--- src/rtl/pulse_stretch_mc_if.sv ---
// Handshake bundle for pulse_stretch_mc: event strobes and overflow clear in,
// stretched pulses, busy and sticky overflow flags out.
interface pulse_stretch_mc_if #(
  parameter int unsigned CH = 4
) ();
  logic [CH-1:0] pulse_in;
  logic          clr_ovf;
  logic [CH-1:0] pulse_out;
  logic [CH-1:0] busy;
  logic [CH-1:0] overflow;

  modport master (
    output pulse_in,
    output clr_ovf,
    input  pulse_out,
    input  busy,
    input  overflow
  );

  modport slave (
    input  pulse_in,
    input  clr_ovf,
    output pulse_out,
    output busy,
    output overflow
  );
endinterface

--- src/rtl/pulse_stretch_mc.sv ---
// Multi-channel pulse stretcher for fast-to-slow single-bit crossings. Queue mode
// replays every event as its own pulse; merge mode retriggers the running pulse.
module pulse_stretch_mc #(
  parameter int unsigned CH      = 4,
  parameter int unsigned STRETCH = 3,
  parameter int unsigned GAP     = 2,
  parameter int unsigned QDEPTH  = 4,
  parameter int unsigned MODE    = 0
) (
  input  logic                clk,
  input  logic                rst,
  pulse_stretch_mc_if.slave   bus
);

  localparam int unsigned CNT_MAX = (STRETCH > GAP) ? STRETCH : GAP;
  localparam int unsigned CW      = $clog2(CNT_MAX + 1);
  localparam int unsigned PW      = $clog2(QDEPTH + 1);
  localparam bit          MERGE   = (MODE != 0);

  localparam logic [1:0] ST_IDLE = 2'd0;
  localparam logic [1:0] ST_HIGH = 2'd1;
  localparam logic [1:0] ST_GAP  = 2'd2;

  logic [1:0]    r_state    [CH];
  logic [CW-1:0] r_cnt      [CH];
  logic [PW-1:0] r_pend     [CH];
  logic [1:0]    w_nxt_state[CH];
  logic [CW-1:0] w_nxt_cnt  [CH];
  logic [PW-1:0] w_nxt_pend [CH];
  logic [CH-1:0] w_ovf_set;
  logic [CH-1:0] r_pulse_out;
  logic [CH-1:0] r_busy;
  logic [CH-1:0] r_overflow;

  // Per-channel next-state, counter and pending-queue logic
  always_comb begin
    for (int unsigned i = 0; i < CH; i++) begin
      w_nxt_state[i] = r_state[i];
      w_nxt_cnt[i]   = r_cnt[i];
      w_nxt_pend[i]  = r_pend[i];
      w_ovf_set[i]   = 1'b0;
      case (r_state[i])
        ST_IDLE: begin
          if (bus.pulse_in[i]) begin
            w_nxt_state[i] = ST_HIGH;
            w_nxt_cnt[i]   = CW'(STRETCH);
          end
        end
        ST_HIGH: begin
          if (MERGE && bus.pulse_in[i]) begin
            w_nxt_cnt[i] = CW'(STRETCH);
          end else if (r_cnt[i] <= CW'(1)) begin
            w_nxt_state[i] = ST_GAP;
            w_nxt_cnt[i]   = CW'(GAP);
          end else begin
            w_nxt_cnt[i] = r_cnt[i] - CW'(1);
          end
          if (!MERGE && bus.pulse_in[i]) begin
            if (r_pend[i] < PW'(QDEPTH)) w_nxt_pend[i] = r_pend[i] + PW'(1);
            else                         w_ovf_set[i]  = 1'b1;
          end
        end
        ST_GAP: begin
          if (r_cnt[i] <= CW'(1)) begin
            // An event arriving in the final gap cycle is consumed by the pulse
            // starting now, so a dequeue and an enqueue cancel without loss.
            if ((r_pend[i] != '0) || bus.pulse_in[i]) begin
              w_nxt_state[i] = ST_HIGH;
              w_nxt_cnt[i]   = CW'(STRETCH);
              if ((r_pend[i] != '0) && (MERGE || !bus.pulse_in[i]))
                w_nxt_pend[i] = r_pend[i] - PW'(1);
            end else begin
              w_nxt_state[i] = ST_IDLE;
              w_nxt_cnt[i]   = '0;
            end
          end else begin
            w_nxt_cnt[i] = r_cnt[i] - CW'(1);
            if (bus.pulse_in[i]) begin
              if (MERGE)                        w_nxt_pend[i] = PW'(1);
              else if (r_pend[i] < PW'(QDEPTH)) w_nxt_pend[i] = r_pend[i] + PW'(1);
              else                              w_ovf_set[i]  = 1'b1;
            end
          end
        end
        default: begin
          w_nxt_state[i] = ST_IDLE;
          w_nxt_cnt[i]   = '0;
          w_nxt_pend[i]  = '0;
        end
      endcase
    end
  end

  // State registers; outputs are registered copies of the next-state decode
  always_ff @(posedge clk) begin
    if (rst) begin
      for (int unsigned i = 0; i < CH; i++) begin
        r_state[i] <= ST_IDLE;
        r_cnt[i]   <= '0;
        r_pend[i]  <= '0;
      end
      r_pulse_out <= '0;
      r_busy      <= '0;
      r_overflow  <= '0;
    end else begin
      for (int unsigned i = 0; i < CH; i++) begin
        r_state[i]     <= w_nxt_state[i];
        r_cnt[i]       <= w_nxt_cnt[i];
        r_pend[i]      <= w_nxt_pend[i];
        r_pulse_out[i] <= (w_nxt_state[i] == ST_HIGH);
        r_busy[i]      <= (w_nxt_state[i] != ST_IDLE) || (w_nxt_pend[i] != '0);
      end
      r_overflow <= (r_overflow & ~{CH{bus.clr_ovf}}) | w_ovf_set;
    end
  end

  assign bus.pulse_out = r_pulse_out;
  assign bus.busy      = r_busy;
  assign bus.overflow  = r_overflow;

endmodule
--- src/flat_wrapper.sv ---
// flat-port wrapper written by rule: the top's interface ports become plain ports
module pulse_stretch_mc_flat 
#(
  parameter int unsigned CH      = 4,
  parameter int unsigned STRETCH = 3,
  parameter int unsigned GAP     = 2,
  parameter int unsigned QDEPTH  = 4,
  parameter int unsigned MODE    = 0
)
  (clk, rst, bus_pulse_in, bus_clr_ovf, bus_pulse_out, bus_busy, bus_overflow);
  pulse_stretch_mc_if #(.CH(CH)) bus_i ();
  input  logic clk;
  input  logic rst;
  input wire logic [$bits(bus_i.pulse_in)-1:0] bus_pulse_in;
  input wire logic [$bits(bus_i.clr_ovf)-1:0] bus_clr_ovf;
  output wire logic [$bits(bus_i.pulse_out)-1:0] bus_pulse_out;
  output wire logic [$bits(bus_i.busy)-1:0] bus_busy;
  output wire logic [$bits(bus_i.overflow)-1:0] bus_overflow;
  assign bus_i.pulse_in = bus_pulse_in;
  assign bus_i.clr_ovf = bus_clr_ovf;
  assign bus_pulse_out = bus_i.pulse_out;
  assign bus_busy = bus_i.busy;
  assign bus_overflow = bus_i.overflow;
  pulse_stretch_mc #(.CH(CH), .STRETCH(STRETCH), .GAP(GAP), .QDEPTH(QDEPTH), .MODE(MODE)) u_core (.clk(clk), .rst(rst), .bus(bus_i));
endmodule
--- config.mk ---
export PLATFORM = sky130hd
export DESIGN_NAME = pulse_stretch_mc_flat
export DESIGN_NICKNAME = d
export VERILOG_FILES = /design/src/rtl/pulse_stretch_mc_if.sv /design/src/rtl/pulse_stretch_mc.sv /design/src/flat_wrapper.sv
export SDC_FILE = /design/constraint.sdc
export NUM_CORES = 1
export LEC_CHECK = 0
export ABC_AREA = 0
export BUFFER_PORTS_ARGS = -buffer_cell sky130_fd_sc_hd__buf_2
export CAP_MARGIN = 0
export CORE_MARGIN = 3
export CORE_UTILIZATION = 46
export DETAILED_ROUTE_END_ITERATION = 10
export PLACE_DENSITY_LB_ADDON = 0.15
export SLEW_MARGIN = 20
export SYNTH_ARGS = -nofsm -noshare
export SYNTH_HDL_FRONTEND = slang
export SYNTH_SLANG_ARGS = --single-unit
--- constraint.sdc ---
create_clock -name clk -period 4.05 [get_ports clk]
set_clock_uncertainty 0.05 [all_clocks]
set_input_delay 0.6075 -clock clk [delete_from_list [all_inputs] [get_ports clk]]
set_output_delay 0.6075 -clock clk [all_outputs]
set_load 0.01 [all_outputs]
* Word-level counts from Yosys, hierarchy flattened *
Memory sizes are Yosys's and may differ from the RTL's.
Index checks and enable logic that the tools add are counted.

cells by class
  add/subtract/negate cells = 12
  magnitude comparators = 8
  equality and inequality tests = 12
  mux-type cells = 95
  bitwise gates (word level) = 15
  reductions and logical operators = 32

operator list
  cell                                                             number
  2-to-1 mux 2 bit                                                 36
  2-to-1 mux 3 bit                                                 24
  one-hot mux 2 bit (3 select lines)                               8
  one-hot mux 3 bit (3 select lines)                               4
  nonzero test 3 bit                                               8
  2-to-1 mux 1 bit                                                 19
  equality test 2 x 1 -> 1 bit (second input constant)             8
  adder 3 x 1 -> 3 bit (second input constant)                     4
  less-than comparator 3 bit (second input constant)               4
  bitwise OR 1 bit                                                 12
  subtractor 3 x 1 -> 3 bit (second input constant)                4
  equality test 2 bit (second input constant)                      4
  less-or-equal comparator 2 x 1 -> 1 bit (second input constant)  4
  logical NOT 2 bit                                                4
  logical OR 1 bit                                                 8
  one-hot mux 1 bit (2 select lines)                               4
  nonzero test 2 bit                                               4
  subtractor 2 x 1 -> 2 bit (second input constant)                4
  bitwise AND 4 bit                                                1
  logical AND 1 bit                                                4
  logical NOT 1 bit                                                4
  NOT 4 bit                                                        1
  bitwise OR 4 bit                                                 1

word-level totals
  flip-flop bits (word level) = 12
  bits in writable memories = 28
  output and inout port bits = 12
  word-level logic and storage cells = 180
  memories kept = 3

memories
  name            depth  width  rd ports  clocked after memory_dff  write ports  RTL line                source
  u_core.r_pend   4      3      4         0                         4            pulse_stretch_mc.sv:26  logic [PW-1:0] r_pend [CH];
  u_core.r_cnt    4      2      4         0                         4            pulse_stretch_mc.sv:25  logic [CW-1:0] r_cnt [CH];
  u_core.r_state  4      2      4         0                         4            pulse_stretch_mc.sv:24  logic [1:0] r_state [CH];

* Logic depth before layout (Yosys ltp) *
Gate-level depths: netlist of the first run.
An unclocked memory read counts as a cell.

  depth after elaboration = 9
  gate-level depth with buffers = 8

* Worst setup path after synthesis of the first run *
OpenSTA, ideal clock, no wires.

  path type = input to register
  start = input bus_pulse_in[0]
  end = register u_core.r_busy[0], in the netlist u_core.bus.busy[0]
  arrival time = 1.648 ns
  setup slack = 2.225 ns
  stages on the path = 6
  cell sequence = buf_4 > nor2b_1 > mux2i_1 > o22a_1 > a41oi_1 > or3_1

between the ends
  longest elaborated chain between the ends = 8
  elaborated cells on any way between the ends = 15
  those cells by class = 9 x mux; 6 x reduce/logical

ends and longest elaborated chain
  item                                RTL line                 source
  start: declaration                  flat_wrapper.sv:14       input wire logic [$bits(bus_i.pulse_in)-1:0] bus_pulse_in;
  logical NOT 1 bit                   pulse_stretch_mc.sv:70   if ((r_pend[i] != '0) && (MERGE || !bus.pulse_in[i]))
  logical AND 1 bit                   pulse_stretch_mc.sv:70
  2-to-1 mux 3 bit                    pulse_stretch_mc.sv:70
  2-to-1 mux 3 bit                    pulse_stretch_mc.sv:67   if ((r_pend[i] != '0) || bus.pulse_in[i]) begin
  2-to-1 mux 3 bit                    pulse_stretch_mc.sv:64   if (r_cnt[i] <= CW'(1)) begin
  one-hot mux 3 bit (3 select lines)  pulse_stretch_mc.sv:42   case (r_state[i])
  nonzero test 3 bit                  pulse_stretch_mc.sv:111  r_busy[i] <= (w_nxt_state[i] != ST_IDLE) || (w_nxt_pend[i] != '0);
  logical OR 1 bit (*)                pulse_stretch_mc.sv:111
  end signal: indexed assignment      pulse_stretch_mc.sv:111
  end: declaration                    pulse_stretch_mc.sv:32   logic [CH-1:0] r_busy;

Every way passes the cells marked *; elsewhere a longest branch is shown, timed or not.
A chain may end at the register's enable or synchronous reset.

==> metrics.md, run 1 <==
| Metric | Value |
|---|---|
| Run status | `finished clean` |
| Number of global-route vias before repair | `about 2200` |
| Ports | `19` |
| Vias per cell | `5.72` |
| Setup crit end kind | `flop` |
| # diodes | `0` |
| Commonest non-fill, non-tap cell in the layout | `dfxtp_1` |
| Synth-to-layout area growth | `7.12%` |
| First-pass DRT Iterations | `4` |
| Combinational fraction of design power | `a little over a third` |
| Synth Cell Area | `2740 µm²` |
| Seq pwr share | `about two fifths` |
| Final nets | `381` |
| Slowest cell on crit path | `dfxtp_1` |
| Post-Synth Simple-Gate Area | `between 20% and 30%` |
| Chip height | `between 80 and 90 µm` |
| Overflow after GRT | `0` |
| Design Power | `about 1.3 mW` |
| Post-CTS setup buffers | `0` |
| Endpoints failing setup | `0` |
| Post-route ant nets | `0` |
| Layout cell share with drive strength beyond 1 | `between 10% and 20%` |
| CTS Buffer Depth | `2` |
| Switch Pwr | `about 500 µW` |
| First-pass GRT wire length | `between 10 and 15 mm` |
| Starting Density | `around 50%` |
| Number of synthesized flops with an enable pin | `0` |
| GP Congestion | `0.856` |
| CTS root buffer | `clkbuf_8` |
| Clock Pin Slew Worst Setup and Hold Paths | `about 0.080 ns` |
| Largest family of logic cells by synthesized area | `compound AO/OA/AOI/OAI gates` |
| Vias | `between 2000 and 2500` |
| Initial antenna violation count | `0` |
| Met2 WL | `2.64 mm` |
| Critical path type | `reg2reg` |
| Post-CTS Hold Buffers | `0` |
| Period utilization | `50.3%` |
| Remaining DRCs | `0` |
| Met3 Wirelength | `174 µm` |
| Post-DP HPWL | `4.27 mm` |
| CP top delay family | `compound AO/OA/AOI/OAI gates` |
| Final worst path period need | `slightly above 2 ns` |
| # port buffers | `18` |
| CTS tree | `built` |
| Register area share after synthesis | `29.2%` |
| Gate Count Post-Synth | `336` |
| #FFs+latches synth | `40` |
| Fmax | `between 400 and 500 MHz` |
| FFs w/ async S/R, synth | `0%` |
| Max-slew violation count | `0` |
| Post-cts gate resize count | `0` |
| Yosys cell types | `56` |
| CP bufs+invs | `1` |
| Num CTS Buffers | `5` |
| Post-synth net total | `371` |
| Switching share of power | `a little under two fifths` |
| Per-cell routed wire length | `about 14 µm` |
| Synth Area in Compound Gates | `a little over a quarter` |
| Power Density | `about 460 nW/µm²` |
| Adder-Cell Fraction of Synth Area | `12.8%` |
| Mux cell area share after synthesis | `under 10%` |
| Hold Vio Cnt, Final | `0` |
| Worst-Margin Slew | `about 0.50 ns` |
| Chip Width | `between 80 and 90 µm` |
| CP required | `4.17 ns` |
| IR drop worst, VDD | `about 0.00027 V` |
| RSZ-0062 raised after global routing | `no` |
| Critical path arrival | `about 2.2 ns` |
| Initial DRC Count | `between 80 and 90` |
| Crit-path cells | `inv_1, ha_1, a21o_1, a21oi_1, a211oi_1, a2111oi_1, a41oi_1` |
| Routed WL | `slightly below 6 mm` |
| Synth warn | `0` |
| Highest Signal Layer | `met4` |
| Commonest cells after routing, fill and taps aside | `dfxtp_1, a21oi_1, inv_1` |
| H-tree depth reported by CTS | `2` |
| Pint | `842 µW` |
| TritonCTS Sinks | `40` |
| Clock latency on the worst-skew pair | `between 0.3 and 0.4 ns` |
| Avg Cell Area, Syn | `around 8 µm²` |
| Synth Area in XOR/XNOR | `0%` |
| Global Route Usage Sum | `approximately 17%` |
| Row count | `27` |
| Critical Path Max Stage Delay | `just under 0.4 ns` |
| CP startpoint kind | `flop` |
| Relative slew margins | `between 60% and 70%` |
| Leakage power | `1.22 nW` |
| Metal-1 WL | `slightly below 3 mm` |
| Largest net degree at the start of global routing | `26` |
| Hold Crit Class | `reg2reg` |
| Max-cap violations | `0` |
| Clock share of power | `between 20 and 30%` |
| Critical path fanouts, max | `8` |
| Core area | `~5600 µm²` |
| Top FF cell, synth | `dfxtp_1` |
| Setup tns final | `0 ns` |
| Die Footprint | `6920 µm²` |
## path summary, 6_finish.rpt
check | end | slack [ns] | start | depth (start not counted)
worst max-delay path | u_core.bus.busy[2]$_SDFF_PP0_ | 2.01 | u_core.r_state[2][0]$_SDFF_PP0_ | 7
worst min-delay path | u_core.bus.overflow[1]$_SDFF_PP0_ | 0.42 | u_core.bus.overflow[1]$_SDFF_PP0_ | 2
worst max register to register | u_core.bus.busy[2]$_SDFF_PP0_ | 2.01 | u_core.r_state[2][0]$_SDFF_PP0_ | 7
worst min register to register | u_core.bus.overflow[1]$_SDFF_PP0_ | 0.42 | u_core.bus.overflow[1]$_SDFF_PP0_ | 2
## final cells by class
| type | count | area, µm² |
|---|---|---|
| Timing Repair Buffer | 18 | 90.1 |
| Clock inverter | 3 | 42.5 |
| Sequential cell | 40 | 801 |
| Fill cell | 554 | 2710 |
| Inverter | 29 | 109 |
| Tap cell | 72 | 90.1 |
| Clock buffer | 5 | 68.8 |
| Multi-Input combinational cell | 252 | 1740 |
## cells by family after synthesis
kind of cell | Yosys count
adder cells (fa/ha/maj) | 28
AND/OR/NAND/NOR | 107
multiplexers | 4
AO/OA/AOI/OAI | 113
buffers and inverters | 44
flip-flops | 40
## cell usage after synthesis, drive strengths merged (4+ instances only)
library cell | count | area [µm²]
clkbuf | 5 | 18.8
nor2 | 27 | 104
buf | 10 | 77.6
nor3 | 10 | 50.1
o21ai | 25 | 125
mux2i | 4 | 40.0
nor3b | 7 | 57.6
o31ai | 8 | 65.1
nand2 | 13 | 48.8
and2 | 5 | 31.3
inv | 29 | 109
nand2b | 17 | 131
dfxtp | 40 | 801
ha | 28 | 350
nor2b | 9 | 58.8
a21oi | 40 | 208
a21o | 9 | 67.6
a211oi | 6 | 50.1
## registers in the layout, indices dropped and copies added, names as in the netlist
signal / cells
u_core.bus.pulse_out: 4
u_core.r_pend: 12
u_core.bus.overflow: 4
u_core.bus.busy: 4
u_core.r_cnt: 8
u_core.r_state: 8
## metrics by stage
stage | hold slack, ns | instance area (µm²) | setup WS (ns) | util (%) | std cells
after detailed placement | 0.412 | 2830 | 1.94 | 50.1 | 411
after global placement | 0.409 | 2830 | 1.98 | 50.1 | 411
after floorplan | 0.395 | 2740 | 2.23 | - | 336
after CTS | 0.425 | 2940 | 2.01 | 52.1 | 419
final | 0.419 | 2940 | 2.01 | 52.1 | 419
after global routing | 0.454 | 2940 | 1.89 | 52.1 | 419
## power by group through the flow
stage / clock, mW / sequential [mW] / combinational, mW
finish: 0.339 / 0.517 / 0.484
detailed placement: 0 / 0.524 / 0.478
CTS: 0.348 / 0.517 / 0.482
floorplan: 0 / 0.513 / 0.382
global placement: 0 / 0.524 / 0.476
global route: 0.365 / 0.527 / 0.541
## worst reg2reg max path, cell delays in order, from the launching register on
cell,delay [ns]
dfxtp_1,0.39
inv_1,0.10
ha_1,0.29
a21o_1,0.22
a21oi_1,0.17
a211oi_1,0.13
a2111oi_1,0.39
a41oi_1,0.16
## metal layers
metal,GRT usage [%],up-vias
li1,-,1218
met1,22.9,1132
met2,27.4,36
met3,3.47,10
met4,7.13,0
met5,0,-
(Power assumes the default switching activity.)
==> run 2, diff against run 1 <==
- clock period: 4.05 -> 2 ns (I/O delays scaled with it)
==> run 2 against run 1 <==
Effect of this change:
- fmax up 8.9%
- register-to-register slack worse by 1.9 ns
- highest routed layer unchanged
- clock-buffer cell count is 1 higher
==> metrics.md, run 2 (synthesis results as in run 1) <==
| Metric | Value |
|---|---|
| Run status | `finished clean` |
| TritonCTS Sinks | `40 (unchanged)` |
| Hold Vio Cnt, Final | `0 (unchanged)` |
| Initial antenna violation count | `0 (unchanged)` |
| Layout cell share with drive strength beyond 1 | `17.2% (+5.9 points)` |
| FF/Latch Area | `802 µm² (+0.16%)` |
| Highest Signal Layer | `met4` |
| Initial DRC Count | `82 (-4.7%)` |
| Hold Path End | `u_core.bus.overflow[0]$_SDFF_PP0_` |
| Critical path type | `reg2reg` |
| Worst-Margin Slew | `0.484 ns (-0.0214 ns)` |
| First-pass DRT Iterations | `4 (unchanged)` |
| Number of global-route vias before repair | `2315 (+5.4%)` |
| Critical Path Max Stage Delay | `0.37 ns (-0.02 ns)` |
| Vias | `2422 (+1.1%)` |
| Top Registers | `u_core.r_pend x12, u_core.r_cnt x8, u_core.r_state x8` |
| Max-cap violations | `0 (unchanged)` |
| Cells on worst reg2reg path | `7 (unchanged)` |
| Switching share of power | `37.6% (+0.36 points)` |
| Core area | `5640 µm² (unchanged)` |
| Overflow after GRT | `0 (unchanged)` |
| First-pass GRT wire length | `10.3 mm (+1.5%)` |
| Die Footprint | `6920 µm² (unchanged)` |
| Row count | `27 (unchanged)` |
| Endpoints failing setup | `0 (unchanged)` |
| Ports | `19 (unchanged)` |
| Chip height | `83.2 µm (unchanged)` |
| Per-cell routed wire length | `14.0 µm (about the same)` |
| CP bufs+invs | `1 (unchanged)` |
| CTS root buffer | `clkbuf_8` |
| Combinational fraction of design power | `39.8% (+3.7 points)` |
| Hold Crit Class | `in2reg` |
| Power Density | `879 nW/µm² (+93%)` |
| Slowest cell on crit path | `dfxtp_1` |
| RR Startpoint | `u_core.r_state[0][1]$_SDFF_PP0_` |
| Relative slew margins | `67.8% (+1.4 points)` |
| Final worst path period need | `1.87 ns (-0.166 ns)` |
| Clock Pin Slew Worst Setup and Hold Paths | `0.08 ns (about the same)` |
| CP startpoint kind | `flop` |
| Crit-path cells | `inv_1, ha_1, a21oi_4, a21oi_1, o31ai_2, a41oi_1, or3_1` |
| Largest net degree at the start of global routing | `23 (-12%)` |
| GP Congestion | `0.847 (-1.0%)` |
| Critical path arrival | `2.01 ns (-0.14 ns)` |
| Global Route Usage Sum | `17.4% (+0.10 points)` |
| Critical path launch point | `u_core.r_state[0][1]$_SDFF_PP0_` |
| # port buffers | `18 (unchanged)` |
| Clock share of power | `21.3% (-4.0 points)` |
| Routed WL | `5.96 mm (+1.9%)` |
| Fill cell count | `546 (-1.4%)` |
| Critical path fanouts, max | `5 (-3)` |
| Design Power | `2.67 mW (+99%)` |
| Final worst slack | `0.127 ns (-1.88 ns)` |
| Hold wc startpoint | `bus_clr_ovf` |
| Max-slew violation count | `0 (unchanged)` |
| Synth-to-layout area growth | `10.8%` |
| Final nets | `389 (+2.1%)` |
| Switch Pwr | `1.00 mW (+100%)` |
| Met2 WL | `2.78 mm (+5.6%)` |
| Pre-CTS setup slack | `0.0298 ns (-1.91 ns)` |
| Fin cells | `427 (+1.9%)` |
| Num CTS Buffers | `5 (unchanged)` |
| Post-placement cell count | `419 (+1.9%)` |
| Commonest non-fill, non-tap cell in the layout | `dfxtp_1` |
| Largest register FFs | `12 (unchanged)` |
| Post-CTS setup buffers | `0 (unchanged)` |
| Pint | `1.67 mW (+98%)` |
| Met3 Wirelength | `156 µm (-10%)` |
| Post-route ant nets | `0 (unchanged)` |
| Leakage power | `1.26 nW (+3.4%)` |
| Setup crit end kind | `flop` |
| Clock latency on the worst-skew pair | `0.30 ns (about the same)` |
| CP top delay family | `compound AO/OA/AOI/OAI gates` |
| CTS Buffer Depth | `2 (unchanged)` |
| Chip Width | `83.2 µm (unchanged)` |
| Commonest cells after routing, fill and taps aside | `dfxtp_1, a21oi_1, inv_1` |
| Largest reg by FF count | `u_core.r_pend` |
| H-tree depth reported by CTS | `2 (unchanged)` |
| WHS Path Cells | `4 (+2)` |
| Worst R2R End | `u_core.bus.busy[0]$_SDFF_PP0_` |
| Internal reg-to-reg setup slack | `0.13 ns (-1.88 ns)` |
| Metal-1 WL | `2.94 mm (about the same)` |
| Starting Density | `48.6% (unchanged)` |
| Multi-input combinational cell area | `1790 µm² (+3.4%)` |
| Vias per cell | `5.67 (-0.81%)` |
| IR drop worst, VDD | `0.000580 V (+120%)` |
| Remaining DRCs | `0 (unchanged)` |
| Post-DP HPWL | `4.33 mm (+1.5%)` |
| Period utilization | `93.6% (+43 points)` |
| # diodes | `0 (unchanged)` |
| Fmax | `534 MHz (+8.9%)` |
| CP required | `2.14 ns (-2.03 ns)` |
| CTS tree | `built` |
| Seq pwr share | `39.0% (+0.4 points)` |
[run 2: worst max path at each step]
stage / end / slack [ns] / cells after the start
CTS: u_core.bus.busy[2]$_SDFF_PP0_ / 0.01 / 7
finish: u_core.bus.busy[0]$_SDFF_PP0_ / 0.13 / 7
global placement: u_core.bus.busy[0]$_SDFF_PP0_ / 0.13 / 7
floorplan: u_core.bus.busy[1]$_SDFF_PP0_ / 0.22 / 8
detailed placement: u_core.bus.busy[2]$_SDFF_PP0_ / 0.03 / 7
global route: u_core.bus.busy[0]$_SDFF_PP0_ / -0.04 / 7
[run 2: worst register-to-register path, cell delays in order (launching register included)]
cell	delay (ns)
dfxtp_1	0.37
inv_1	0.10
ha_1	0.26
a21oi_4	0.16
a21oi_1	0.08
o31ai_2	0.23
a41oi_1	0.15
or3_1	0.36
[run 2: area by class of cell]
cell class              count  area share (%)
multi-input cells         252            59.1
clock inverters             2           0.329
repair buffers             26            4.94
clock buffers               6            2.72
flip-flops and latches     40            26.4
well taps                  72            2.97
inverters                  29            3.58
[run 2: metal layers]
layer	up-vias	GRT usage (%)
li1	1231	-
met1	1154	23.2
met2	28	28.1
met3	9	3.27
met4	0	5.94
met5	-	0
[run 2: what timing repair did]
item,in CTS,in global routing
endpoints found under the hold margin,0,0
endpoints found under the setup margin,0,5
gates resized for setup,0,15
hold buffers,0,0
[run 2: power groups by stage]
| stage | Combinational [mW] | Clock, mW | Sequential, mW |
|---|---|---|---|
| final | 1.06 | 0.568 | 1.04 |
| after global routing | 1.21 | 0.623 | 1.06 |
| after CTS | 1.02 | 0.593 | 1.04 |
| after detailed placement | 1.01 | 0 | 1.05 |
| after global placement | 1.00 | 0 | 1.05 |
| after floorplan | 0.773 | 0 | 1.04 |
[run 2: metrics by stage]
step / TNS (ns) / hold slack [ns] / utilization, % / cell area (µm²)
detailed placement: 0 / 0.409 / 51.1 / 2890
floorplan: 0 / 0.395 / - / 2740
global placement: 0 / 0.404 / 51.1 / 2890
CTS: 0 / 0.279 / 52.8 / 2980
finish: 0 / 0.297 / 53.8 / 3040
global route: -0.0570 / 0.302 / 53.8 / 3040
